### src/rtl/pipeline_control_pkg.sv
// ----------------------------------------------------------------------------
// pipeline_control_pkg
//   Shared types for the 5-stage pipeline sequencer:
//     pctl_state_t : halt drain FSM state (RUN, DRAIN, HALTED)
//     pc_src_t     : next-PC source select
//     hazard_t     : the single hazard term that wins the priority chain
//     pctl_ctrl_t  : bundle of every latch en/zero plus PC controls
// ----------------------------------------------------------------------------
package pipeline_control_pkg;

  typedef enum logic [1:0] {
    RUN    = 2'd0,
    DRAIN  = 2'd1,
    HALTED = 2'd2
  } pctl_state_t;

  typedef enum logic [1:0] {
    PC_NPC       = 2'd0,
    PC_BRANCH    = 2'd1,
    PC_BRANCH_NT = 2'd2,
    PC_JUMP      = 2'd3
  } pc_src_t;

  typedef enum logic [2:0] {
    HZ_NONE        = 3'd0,
    HZ_MEM_STALL   = 3'd1,
    HZ_MISPREDICT  = 3'd2,
    HZ_LOAD_USE    = 3'd3,
    HZ_JUMP        = 3'd4,
    HZ_FETCH_STALL = 3'd5
  } hazard_t;

  typedef struct packed {
    logic    pc_en;
    pc_src_t pc_src;
    logic    fd_en;
    logic    fd_zero;
    logic    de_en;
    logic    de_zero;
    logic    em_en;
    logic    em_zero;
    logic    mw_en;
    logic    mw_zero;
  } pctl_ctrl_t;

  // Free-flowing pipeline: every latch loads, nothing squashed, sequential PC.
  localparam pctl_ctrl_t CTRL_FLOW = '{
    pc_en: 1'b1, pc_src: PC_NPC,
    fd_en: 1'b1, fd_zero: 1'b0,
    de_en: 1'b1, de_zero: 1'b0,
    em_en: 1'b1, em_zero: 1'b0,
    mw_en: 1'b1, mw_zero: 1'b0
  };

  // Everything frozen (reset and halted).
  localparam pctl_ctrl_t CTRL_HOLD = '{
    pc_en: 1'b0, pc_src: PC_NPC,
    fd_en: 1'b0, fd_zero: 1'b0,
    de_en: 1'b0, de_zero: 1'b0,
    em_en: 1'b0, em_zero: 1'b0,
    mw_en: 1'b0, mw_zero: 1'b0
  };

  function automatic logic is_stall(hazard_t h);
    return (h == HZ_MEM_STALL) || (h == HZ_LOAD_USE) || (h == HZ_FETCH_STALL);
  endfunction

  function automatic logic is_flush(hazard_t h);
    return (h == HZ_MISPREDICT) || (h == HZ_JUMP);
  endfunction

endpackage

### src/rtl/pipeline_control_if.sv
// ----------------------------------------------------------------------------
// pipeline_control_if
//   Hazard status from the datapath and latch/PC controls back to it.
//   master : datapath side (drives status, receives controls)
//   slave  : pipeline_control (receives status, drives controls)
// ----------------------------------------------------------------------------
interface pipeline_control_if;
  import pipeline_control_pkg::*;

  // status from the datapath
  logic       ihit;
  logic       dhit;
  logic       ex_dmem_req;
  logic       ex_dmemREN;
  logic [4:0] ex_wsel;
  logic [4:0] id_rs;
  logic [4:0] id_rt;
  logic       id_jump;
  logic       id_halt;
  logic       ex_branch;
  logic       ex_branch_if_zero;
  logic       ex_alu_zero;
  logic       ex_branch_taken;
  logic       wb_halt;

  // controls to the datapath
  logic       pc_en;
  pc_src_t    pc_src;
  logic       fd_en;
  logic       fd_zero;
  logic       de_en;
  logic       de_zero;
  logic       em_en;
  logic       em_zero;
  logic       mw_en;
  logic       mw_zero;
  logic       halt;

  modport master (
    output ihit, dhit, ex_dmem_req, ex_dmemREN, ex_wsel, id_rs, id_rt,
           id_jump, id_halt, ex_branch, ex_branch_if_zero, ex_alu_zero,
           ex_branch_taken, wb_halt,
    input  pc_en, pc_src, fd_en, fd_zero, de_en, de_zero, em_en, em_zero,
           mw_en, mw_zero, halt
  );

  modport slave (
    input  ihit, dhit, ex_dmem_req, ex_dmemREN, ex_wsel, id_rs, id_rt,
           id_jump, id_halt, ex_branch, ex_branch_if_zero, ex_alu_zero,
           ex_branch_taken, wb_halt,
    output pc_en, pc_src, fd_en, fd_zero, de_en, de_zero, em_en, em_zero,
           mw_en, mw_zero, halt
  );

endinterface

### src/rtl/pipeline_control_sat_counter.sv
// ----------------------------------------------------------------------------
// sat_counter
//   Saturating up-counter used for pipeline performance statistics.
//   Ports: clk, rst_n (async active-low), en (count), clr (sync clear),
//          q (count value, sticks at all-ones).
// ----------------------------------------------------------------------------
module sat_counter #(
  parameter int W = 32
) (
  input  logic         clk,
  input  logic         rst_n,
  input  logic         en,
  input  logic         clr,
  output logic [W-1:0] q
);

  logic [W-1:0] cnt_q, cnt_d;

  always_comb begin
    cnt_d = cnt_q;
    if (clr) begin
      cnt_d = '0;
    end else if (en && (cnt_q != '1)) begin
      cnt_d = cnt_q + W'(1);
    end
  end

  always_ff @(posedge clk or negedge rst_n) begin
    if (!rst_n) begin
      cnt_q <= '0;
    end else begin
      cnt_q <= cnt_d;
    end
  end

  assign q = cnt_q;

endmodule

### src/rtl/pipeline_control.sv
// ----------------------------------------------------------------------------
// pipeline_control
//   Central sequencer for the fetch/decode/exec/mem/wb pipeline. Resolves
//   hazards (memory wait, branch mispredict, load-use, decode jump, fetch
//   wait) into latch enable/zero controls and the next-PC source, and runs
//   the halt drain FSM (RUN -> DRAIN -> HALTED).
//
//   Ports:
//     CLK       rising-edge clock
//     nRST      asynchronous active-low reset
//     bus       pipeline_control_if.slave: hazard status in, controls out
//     cyc_cnt, stall_cnt, flush_cnt (CNT_W each, only with PIPE_PERF_CNT_EN)
//
//   Build option: PIPE_PERF_CNT_EN adds saturating performance counters.
//   Control outputs are combinational; only the FSM, halt flag and counters
//   are registered.
// ----------------------------------------------------------------------------
module pipeline_control
  import pipeline_control_pkg::*;
#(
  parameter int CNT_W = 32
) (
  input  logic               CLK,
  input  logic               nRST,
  pipeline_control_if.slave  bus
`ifdef PIPE_PERF_CNT_EN
  ,
  output logic [CNT_W-1:0]   cyc_cnt,
  output logic [CNT_W-1:0]   stall_cnt,
  output logic [CNT_W-1:0]   flush_cnt
`endif
);

  if (CNT_W < 2) begin : g_cnt_w_check
    $error("pipeline_control: CNT_W must be at least 2");
  end

  pctl_state_t state_q, state_d;
  logic        halt_q, halt_d;
  hazard_t     hz;
  pctl_ctrl_t  ctrl;

  logic mem_stall;
  logic br_actual_taken;
  logic mispredict;
  logic load_use;

  assign mem_stall       = bus.ex_dmem_req & ~bus.dhit;
  // BEQ is taken on zero, BNE on non-zero.
  assign br_actual_taken = (bus.ex_alu_zero == bus.ex_branch_if_zero);
  assign mispredict      = bus.ex_branch & (br_actual_taken != bus.ex_branch_taken);
  // r0 is hardwired, so a load into it never creates a dependency.
  assign load_use        = bus.ex_dmemREN & (bus.ex_wsel != 5'd0) &
                           ((bus.ex_wsel == bus.id_rs) | (bus.ex_wsel == bus.id_rt));

  // Priority chain: exactly one hazard term is applied per cycle.
  always_comb begin
    if (mem_stall) begin
      hz = HZ_MEM_STALL;
    end else if (mispredict) begin
      hz = HZ_MISPREDICT;
    end else if (load_use) begin
      hz = HZ_LOAD_USE;
    end else if (bus.id_jump) begin
      hz = HZ_JUMP;
    end else if (!bus.ihit) begin
      hz = HZ_FETCH_STALL;
    end else begin
      hz = HZ_NONE;
    end
  end

  always_comb begin
    ctrl    = CTRL_FLOW;
    state_d = state_q;
    halt_d  = halt_q;

    case (hz)
      HZ_MEM_STALL: begin
        // Everything upstream of mem freezes; wb receives a bubble.
        ctrl.pc_en   = 1'b0;
        ctrl.fd_en   = 1'b0;
        ctrl.de_en   = 1'b0;
        ctrl.em_en   = 1'b0;
        ctrl.mw_zero = 1'b1;
      end
      HZ_MISPREDICT: begin
        ctrl.pc_src  = br_actual_taken ? PC_BRANCH : PC_BRANCH_NT;
        ctrl.fd_zero = 1'b1;
        ctrl.de_zero = 1'b1;
      end
      HZ_LOAD_USE: begin
        ctrl.pc_en   = 1'b0;
        ctrl.fd_en   = 1'b0;
        ctrl.de_zero = 1'b1;
      end
      HZ_JUMP: begin
        ctrl.pc_src  = PC_JUMP;
        ctrl.fd_zero = 1'b1;
      end
      HZ_FETCH_STALL: begin
        ctrl.pc_en   = 1'b0;
        ctrl.fd_zero = 1'b1;
      end
      default: ;
    endcase

    case (state_q)
      RUN: begin
        // A HALT next to a mispredict is on the wrong path and gets flushed.
        if (bus.id_halt && (hz != HZ_MEM_STALL) && (hz != HZ_MISPREDICT)) begin
          state_d = DRAIN;
        end
      end
      DRAIN: begin
        // Fetch is shut off; only a mispredict redirect (wrong-path HALT)
        // may restart it, and a HALT retiring in wb takes precedence.
        ctrl.pc_en   = (hz == HZ_MISPREDICT) && !bus.wb_halt;
        ctrl.fd_zero = ctrl.fd_en;
        if (bus.wb_halt) begin
          state_d = HALTED;
          halt_d  = 1'b1;
        end else if (hz == HZ_MISPREDICT) begin
          state_d = RUN;
        end
      end
      HALTED: begin
        ctrl = CTRL_HOLD;
      end
      default: begin
        ctrl    = CTRL_HOLD;
        state_d = RUN;
      end
    endcase

    if (!nRST) begin
      ctrl = CTRL_HOLD;
    end
  end

  always_ff @(posedge CLK or negedge nRST) begin
    if (!nRST) begin
      state_q <= RUN;
      halt_q  <= 1'b0;
    end else begin
      state_q <= state_d;
      halt_q  <= halt_d;
    end
  end

  assign bus.pc_en   = ctrl.pc_en;
  assign bus.pc_src  = ctrl.pc_src;
  assign bus.fd_en   = ctrl.fd_en;
  assign bus.fd_zero = ctrl.fd_zero;
  assign bus.de_en   = ctrl.de_en;
  assign bus.de_zero = ctrl.de_zero;
  assign bus.em_en   = ctrl.em_en;
  assign bus.em_zero = ctrl.em_zero;
  assign bus.mw_en   = ctrl.mw_en;
  assign bus.mw_zero = ctrl.mw_zero;
  assign bus.halt    = halt_q;

`ifdef PIPE_PERF_CNT_EN
  logic cnt_live;
  assign cnt_live = (state_q != HALTED);

  sat_counter #(.W(CNT_W)) u_cyc_cnt (
    .clk   (CLK),
    .rst_n (nRST),
    .en    (cnt_live),
    .clr   (1'b0),
    .q     (cyc_cnt)
  );

  sat_counter #(.W(CNT_W)) u_stall_cnt (
    .clk   (CLK),
    .rst_n (nRST),
    .en    (cnt_live && is_stall(hz)),
    .clr   (1'b0),
    .q     (stall_cnt)
  );

  sat_counter #(.W(CNT_W)) u_flush_cnt (
    .clk   (CLK),
    .rst_n (nRST),
    .en    (cnt_live && is_flush(hz)),
    .clr   (1'b0),
    .q     (flush_cnt)
  );
`endif

endmodule

### src/flat_wrapper.sv
// flat-port wrapper written by rule: the top's interface ports become plain ports
module pipeline_control_flat import pipeline_control_pkg::*;
#(
  parameter int CNT_W = 32
)
  (CLK, nRST, bus_ihit, bus_dhit, bus_ex_dmem_req, bus_ex_dmemREN, bus_ex_wsel, bus_id_rs, bus_id_rt, bus_id_jump, bus_id_halt, bus_ex_branch, bus_ex_branch_if_zero, bus_ex_alu_zero, bus_ex_branch_taken, bus_wb_halt, bus_pc_en, bus_pc_src, bus_fd_en, bus_fd_zero, bus_de_en, bus_de_zero, bus_em_en, bus_em_zero, bus_mw_en, bus_mw_zero, bus_halt);
  pipeline_control_if bus_i ();
  input  logic CLK;
  input  logic nRST;
  input wire logic [$bits(bus_i.ihit)-1:0] bus_ihit;
  input wire logic [$bits(bus_i.dhit)-1:0] bus_dhit;
  input wire logic [$bits(bus_i.ex_dmem_req)-1:0] bus_ex_dmem_req;
  input wire logic [$bits(bus_i.ex_dmemREN)-1:0] bus_ex_dmemREN;
  input wire logic [$bits(bus_i.ex_wsel)-1:0] bus_ex_wsel;
  input wire logic [$bits(bus_i.id_rs)-1:0] bus_id_rs;
  input wire logic [$bits(bus_i.id_rt)-1:0] bus_id_rt;
  input wire logic [$bits(bus_i.id_jump)-1:0] bus_id_jump;
  input wire logic [$bits(bus_i.id_halt)-1:0] bus_id_halt;
  input wire logic [$bits(bus_i.ex_branch)-1:0] bus_ex_branch;
  input wire logic [$bits(bus_i.ex_branch_if_zero)-1:0] bus_ex_branch_if_zero;
  input wire logic [$bits(bus_i.ex_alu_zero)-1:0] bus_ex_alu_zero;
  input wire logic [$bits(bus_i.ex_branch_taken)-1:0] bus_ex_branch_taken;
  input wire logic [$bits(bus_i.wb_halt)-1:0] bus_wb_halt;
  output wire logic [$bits(bus_i.pc_en)-1:0] bus_pc_en;
  output wire logic [$bits(bus_i.pc_src)-1:0] bus_pc_src;
  output wire logic [$bits(bus_i.fd_en)-1:0] bus_fd_en;
  output wire logic [$bits(bus_i.fd_zero)-1:0] bus_fd_zero;
  output wire logic [$bits(bus_i.de_en)-1:0] bus_de_en;
  output wire logic [$bits(bus_i.de_zero)-1:0] bus_de_zero;
  output wire logic [$bits(bus_i.em_en)-1:0] bus_em_en;
  output wire logic [$bits(bus_i.em_zero)-1:0] bus_em_zero;
  output wire logic [$bits(bus_i.mw_en)-1:0] bus_mw_en;
  output wire logic [$bits(bus_i.mw_zero)-1:0] bus_mw_zero;
  output wire logic [$bits(bus_i.halt)-1:0] bus_halt;
  assign bus_i.ihit = bus_ihit;
  assign bus_i.dhit = bus_dhit;
  assign bus_i.ex_dmem_req = bus_ex_dmem_req;
  assign bus_i.ex_dmemREN = bus_ex_dmemREN;
  assign bus_i.ex_wsel = bus_ex_wsel;
  assign bus_i.id_rs = bus_id_rs;
  assign bus_i.id_rt = bus_id_rt;
  assign bus_i.id_jump = bus_id_jump;
  assign bus_i.id_halt = bus_id_halt;
  assign bus_i.ex_branch = bus_ex_branch;
  assign bus_i.ex_branch_if_zero = bus_ex_branch_if_zero;
  assign bus_i.ex_alu_zero = bus_ex_alu_zero;
  assign bus_i.ex_branch_taken = bus_ex_branch_taken;
  assign bus_i.wb_halt = bus_wb_halt;
  assign bus_pc_en = bus_i.pc_en;
  assign bus_pc_src = bus_i.pc_src;
  assign bus_fd_en = bus_i.fd_en;
  assign bus_fd_zero = bus_i.fd_zero;
  assign bus_de_en = bus_i.de_en;
  assign bus_de_zero = bus_i.de_zero;
  assign bus_em_en = bus_i.em_en;
  assign bus_em_zero = bus_i.em_zero;
  assign bus_mw_en = bus_i.mw_en;
  assign bus_mw_zero = bus_i.mw_zero;
  assign bus_halt = bus_i.halt;
  pipeline_control #(.CNT_W(CNT_W)) u_core (.CLK(CLK), .nRST(nRST), .bus(bus_i));
endmodule
### config.mk
export PLATFORM = sky130hd
export DESIGN_NAME = pipeline_control_flat
export DESIGN_NICKNAME = d
export VERILOG_FILES = /design/src/rtl/pipeline_control_pkg.sv /design/src/rtl/pipeline_control_if.sv /design/src/rtl/pipeline_control_sat_counter.sv /design/src/rtl/pipeline_control.sv /design/src/flat_wrapper.sv
export SDC_FILE = /design/constraint.sdc
export NUM_CORES = 1
export LEC_CHECK = 0
export ABC_CLOCK_PERIOD_IN_PS = 2200
export CAP_MARGIN = 20
export CORE_MARGIN = 3
export CORE_UTILIZATION = 30
export DETAILED_ROUTE_END_ITERATION = 10
export GPL_TIMING_DRIVEN = 0
export PLACE_DENSITY = 0.82
export SYNTH_ARGS = -nofsm -noshare
export SYNTH_HDL_FRONTEND = slang
export SYNTH_HIERARCHICAL = 1
export SYNTH_SLANG_ARGS = --single-unit
### constraint.sdc
create_clock -name CLK -period 2.2 [get_ports CLK]
set_input_delay 0.44 -clock CLK [delete_from_list [all_inputs] [get_ports CLK]]
set_output_delay 0.44 -clock CLK [all_outputs]
set_load 0.1 [all_outputs]
## Yosys cells after proc, flatten, opt, wreduce, memory -nomap -nowiden

Index checks and enable logic that the tools add are counted.
W data, S select, Z words.

| storage, ports and cells | value |
|---|---|
| output and inout bits | 12 |
| logic and storage cells | 59 |
| register bits | 3 |
| input port bits | 28 |

| operators by class | value |
|---|---|
| multiplexer cells | 22 |
| equal/unequal tests | 15 |
| bitwise operators | 7 |
| reductions and logical operators | 13 |

Operators with widths:

| kind | count |
|---|---|
| $mux W3 | 6 |
| $mux W11 | 1 |
| $eq A5 B5 Y1 | 2 |
| $mux W2 | 4 |
| $eq A3 B2 Y1 const B | 2 |
| $eq A3 B3 Y1 const B | 2 |
| $mux W1 | 6 |
| $mux W6 | 1 |
| $ne A3 B2 Y1 const B | 2 |
| $pmux W2 S3 | 1 |
| $reduce_or A2 Y1 | 3 |
| $reduce_or A3 Y1 | 2 |
| $reduce_bool A5 Y1 | 1 |
| $and A1 B1 Y1 | 4 |
| $pmux W1 S2 | 2 |
| $pmux W2 S2 | 1 |
| $eq A3 B1 Y1 const B | 1 |
| $logic_and A1 B1 Y1 | 3 |
| $ne A3 B1 Y1 const B | 1 |
| $reduce_and A3 Y1 | 1 |
| $eq A2 B1 Y1 const B | 1 |
| $eq A2 B2 Y1 const B | 1 |
| $logic_not A2 Y1 | 1 |
| $ne A2 B1 Y1 const B | 1 |
| 6 further kinds | 7 |

## Longest topological paths before layout

| depth | value |
|---|---|
| depth in word-level cells | 11 |
| mapped depth | 5 |
| mapped depth without buffers | 5 |

## Worst setup path before layout

No wires, ideal clock.

| path | value |
|---|---|
| path kind | input to output |
| start | in nRST |
| end | out bus_pc_src[0] |
| buffers on the path | 0 |
| required time | 1,760 ps |
| cell stages on the path | 3 |
| arrival | 4,292 ps |
| path slack | -2,532 ps |
| cell sequence | nor2b_1 nand2_1 a2111oi_2 |

| on the way | value |
|---|---|
| cells in the longest elaborated chain, start to end | 1 |

RTL lines:

| what | RTL line | source |
|---|---|---|
| start, declared | flat_wrapper.sv:9 | `input logic nRST;` |
| $mux W11 | pipeline_control.sv:136 | `if (!nRST) begin` |
| end, declared | flat_wrapper.sv:25 | `output wire logic [$bits(bus_i.pc_src)-1:0] bus_pc_src;` |

No other way between the ends.

## Worst setup path after layout

| path | value |
|---|---|
| start | in bus_ex_wsel[3] |
| end | out bus_pc_src[0] |

| on the way | value |
|---|---|
| cells in the longest elaborated chain, start to end | 10 |
| elaborated cells between the ends (all ways) | 14 |
| those cells by class | eq/ne (4); mux (6); bitwise (3); reduce/logical (1) |

RTL lines:

| what | RTL line | source |
|---|---|---|
| start, declared | flat_wrapper.sv:14 | `input wire logic [$bits(bus_i.ex_wsel)-1:0] bus_ex_wsel;` |
| $eq A5 B5 Y1 / $reduce_bool A5 Y1 (equally long branches) | pipeline_control.sv:54, pipeline_control.sv:53 |  |
| $or A1 B1 Y1 / $and A1 B1 Y1 (equally long branches) | pipeline_control.sv:54, pipeline_control.sv:53 |  |
| $and A1 B1 Y1 (*) | pipeline_control.sv:53 | `assign load_use = bus.ex_dmemREN & (bus.ex_wsel != 5'd0) &` |
| $mux W3 (*) | pipeline_control.sv:62 | `end else if (load_use) begin` |
| $mux W3 (*) | pipeline_control.sv:60 | `end else if (mispredict) begin` |
| $mux W3 (*) | pipeline_control.sv:58 | `if (mem_stall) begin` |
| $eq A3 B3 Y1 / $eq A3 B2 Y1 (equally long branches) | pipeline_control.sv:78 | `case (hz)` |
| $pmux W2 S2 (*) | pipeline_control.sv:78 |  |
| $mux W3 (*) | pipeline_control.sv:108 | `case (state_q)` |
| $mux W11 (*) | pipeline_control.sv:136 |  |

Mark *: on every way between the ends. The rest lies on a longest branch, timed or not.

==> reports/results.ini <==
[final_layout]
syn_to_final_growth_pct = 140
drive_gt1_share_pct = 46.7
insertedDiodeCount = 0
nNetsFinal = 136
instances_no_fill = 122
final_area_sq_um = 1110

[cts]
clk_pin_slew_ps = 40
tritoncts = done
insertion_delay_ps = 230
ctsHtreeMaxLevel = 1
cts-root-buf = clkbuf_4
cts_sinks = 3
cts_made_buffers = 3
cts_buffer_depth = 2

[floorplan]
fp.dieW_um = 45.2
start_util_pct = 33.7
fp-row-count = 13
die_y_um = 45.2
core_area_sq_um = 1370
ios = 40
dieArea_sq_um = 2040

[routing]
ant_nets = 0
drt-pass1-iter-count = 4
wire_per_inst_um = 13.2
drt_iter0_drc = 5
via_per_inst = 5.01
vias = 611
wl_mm = 1.61
drc = 0

[timing]
final.min_clock_period_ps = 2300
tns_ps = -300
layout_setup_ws_ps = -101
finalCritPeriodShare_pct = 105
hold_viol = 0
finalSetupViolations = 5
worst_pin_slew_ps = 958
rsz0062_at_grt = yes
holdWs_ps = 150
max_freq_ghz = 0.435
slew_headroom_pct = 35.9
clock_skew_ps = 7.02
final-max-slew-violation-count = 0

[synthesis]
ys_seq_area_share_pct = 16.3
syn_area_sq_um = 460
synthTopCellsByArea = xor2_1, dfrtp_1, nor2_1
synthCells = 60
synth_common_cells = xor2_1, nor2_1
avgSynthCellArea_sq_um = 7.67
yosys_warnings = 6
synth.most_common_cell = xor2_1
synth_flop_cell = dfrtp_1
ys_types = 27
syn-num-nets = 88
yosysTopAreaCell = xor2_1
async_flop_share_pct = 100
yosys.area.top_type_share_pct = 19.0
ys_ff_latch = 3
synth_edf_count = 0

[setup_path]
cp-endpoint = bus_pc_src[0]
startpoint = bus_ex_wsel[3]
path_max_fanout = 6
worstSetupEndpointType = output port
path_delay_family = simple AND/OR/NAND/NOR gates
r2r_end = u_core/state_q[0]
worst-path-stages = 6
cp.required_ps = 1760
critPathSlowestCell = or4_4
crit_type = in -> out
startpoint_type = input pin
path_buf_inv = 2
path_cells = buf_8 > or4_4 > o21ai_4 > a211oi_2 > a2111oi_4 > buf_6
slowest_delay_ps = 540
r2r_slack_ps = 1070
rr_startpoint = u_core/state_q[0]
critPathArrivalTime_ps = 1860
r2r_cells = 2

[place]
place_area_sq_um = 951
dp_hpwl_mm = 1.15
portBuffers = 38
gp_congestion = 0.718
place_ws_ps = -1520
dpl.cell_count = 113

[global_route]
grt-ovfl-total = 0
track_usage_pct = 16.6
grt_max_degree = 8
grt_pass1_vias = 639
grt_pass1_wl_mm = 2.55
antenna_found_initial = 0

[power_and_ir_drop]
ir_drop_uv = 427
leakage_nw = 0.475
powerDensity_nw_per_um2 = 783

[worst_hold_path]
hp-class = in -> async

[status]
status = finished with violations
failed_checks = negative setup slack

[job]
drv_cap = 0

-- worst min-delay path by stage --
| stage | slack (ps) | cells past startpoint | end | from |
|---|---|---|---|---|
| final | 150 | 1 | u_core/state_q[1] | nRST |
| after floorplan | 140 | 0 | u_core/bus.halt | nRST |
| after global placement | 450 | 1 | u_core/bus.halt | u_core/bus.halt |
| after CTS | 150 | 1 | u_core/state_q[1] | nRST |
| after global routing | 150 | 1 | u_core/state_q[1] | nRST |
| after detailed placement | 450 | 1 | u_core/bus.halt | u_core/bus.halt |
-- registers in the layout, indices dropped and copies added (netlist names) --
signal and flops:
u_core/state_q 2, u_core/bus.halt 1
-- layer usage --
metal / global-route usage (%) / share of wire, % / vias up
met4: 5.26 / 0 / 0
met5: 0 / 0 / -
li1: - / - / 295
met2: 33.1 / 58 / 34
met3: 3.59 / 11 / 0
met1: 16.4 / 32 / 282
-- power by group --
part | leakage [nW] | switching, mW | internal (mW)
clock network | 0.0150 | 0.0291 | 0.0680
registers | 0.0346 | 0.0308 | 0.0731
logic | 0.425 | 0.440 | 0.226
-- cell families after synthesis --
family | share of synthesized area [%]
simple gates | 23.4
other cells | 0.814
xor+xnor | 22.8
buf+inv | 6.52
flops | 16.3
mux | 2.45
compound gates | 27.7
-- per-stage QoR --
| stage | utilization [%] | total power [mW] |
|---|---|---|
| final | 81.0 | 0.867 |
| after global routing | 81.0 | 0.909 |
| after floorplan | - | 0.545 |
| after global placement | 69.6 | 0.693 |
| after detailed placement | 69.6 | 0.698 |
| after CTS | 77.4 | 0.850 |
-- final cells by class --
class / count / area [sq um]
clock buffers: 4 / 26.3
well taps: 15 / 18.8
fillers: 83 / 259
plain buffers: 2 / 15.0
inverters: 4 / 15.0
flip-flops and latches: 3 / 75.1
repair buffers: 43 / 444
multi-input cells: 51 / 513
-- timing repair --
item | in CTS | in global routing
gates resized for setup | 119 | 15
hold buffers | 0 | 0
setup buffers | 4 | 1
pin swaps | 15 | 9
endpoints found under the setup margin | 10 | 8
-- layout by cell type, fill, tap and decap left out, types with 2 or more instances in the layout --
cell,synthesis,routed
a21oi_4,0,4
buf_12,0,5
inv_1,4,4
clkdlybuf4s50_1,0,8
xor2_1,10,7
clkbuf_4,0,4
o21ai_1,0,3
dfrtp_1,3,3
dlygate4sd2_1,0,9
nor2_1,7,6
nand2_1,4,2
buf_6,0,3
buf_4,2,8
xor2_2,0,3
clkdlybuf4s15_1,0,4
nor3_2,0,2
buf_2,0,3
Power figures use the tool's default switching activity.
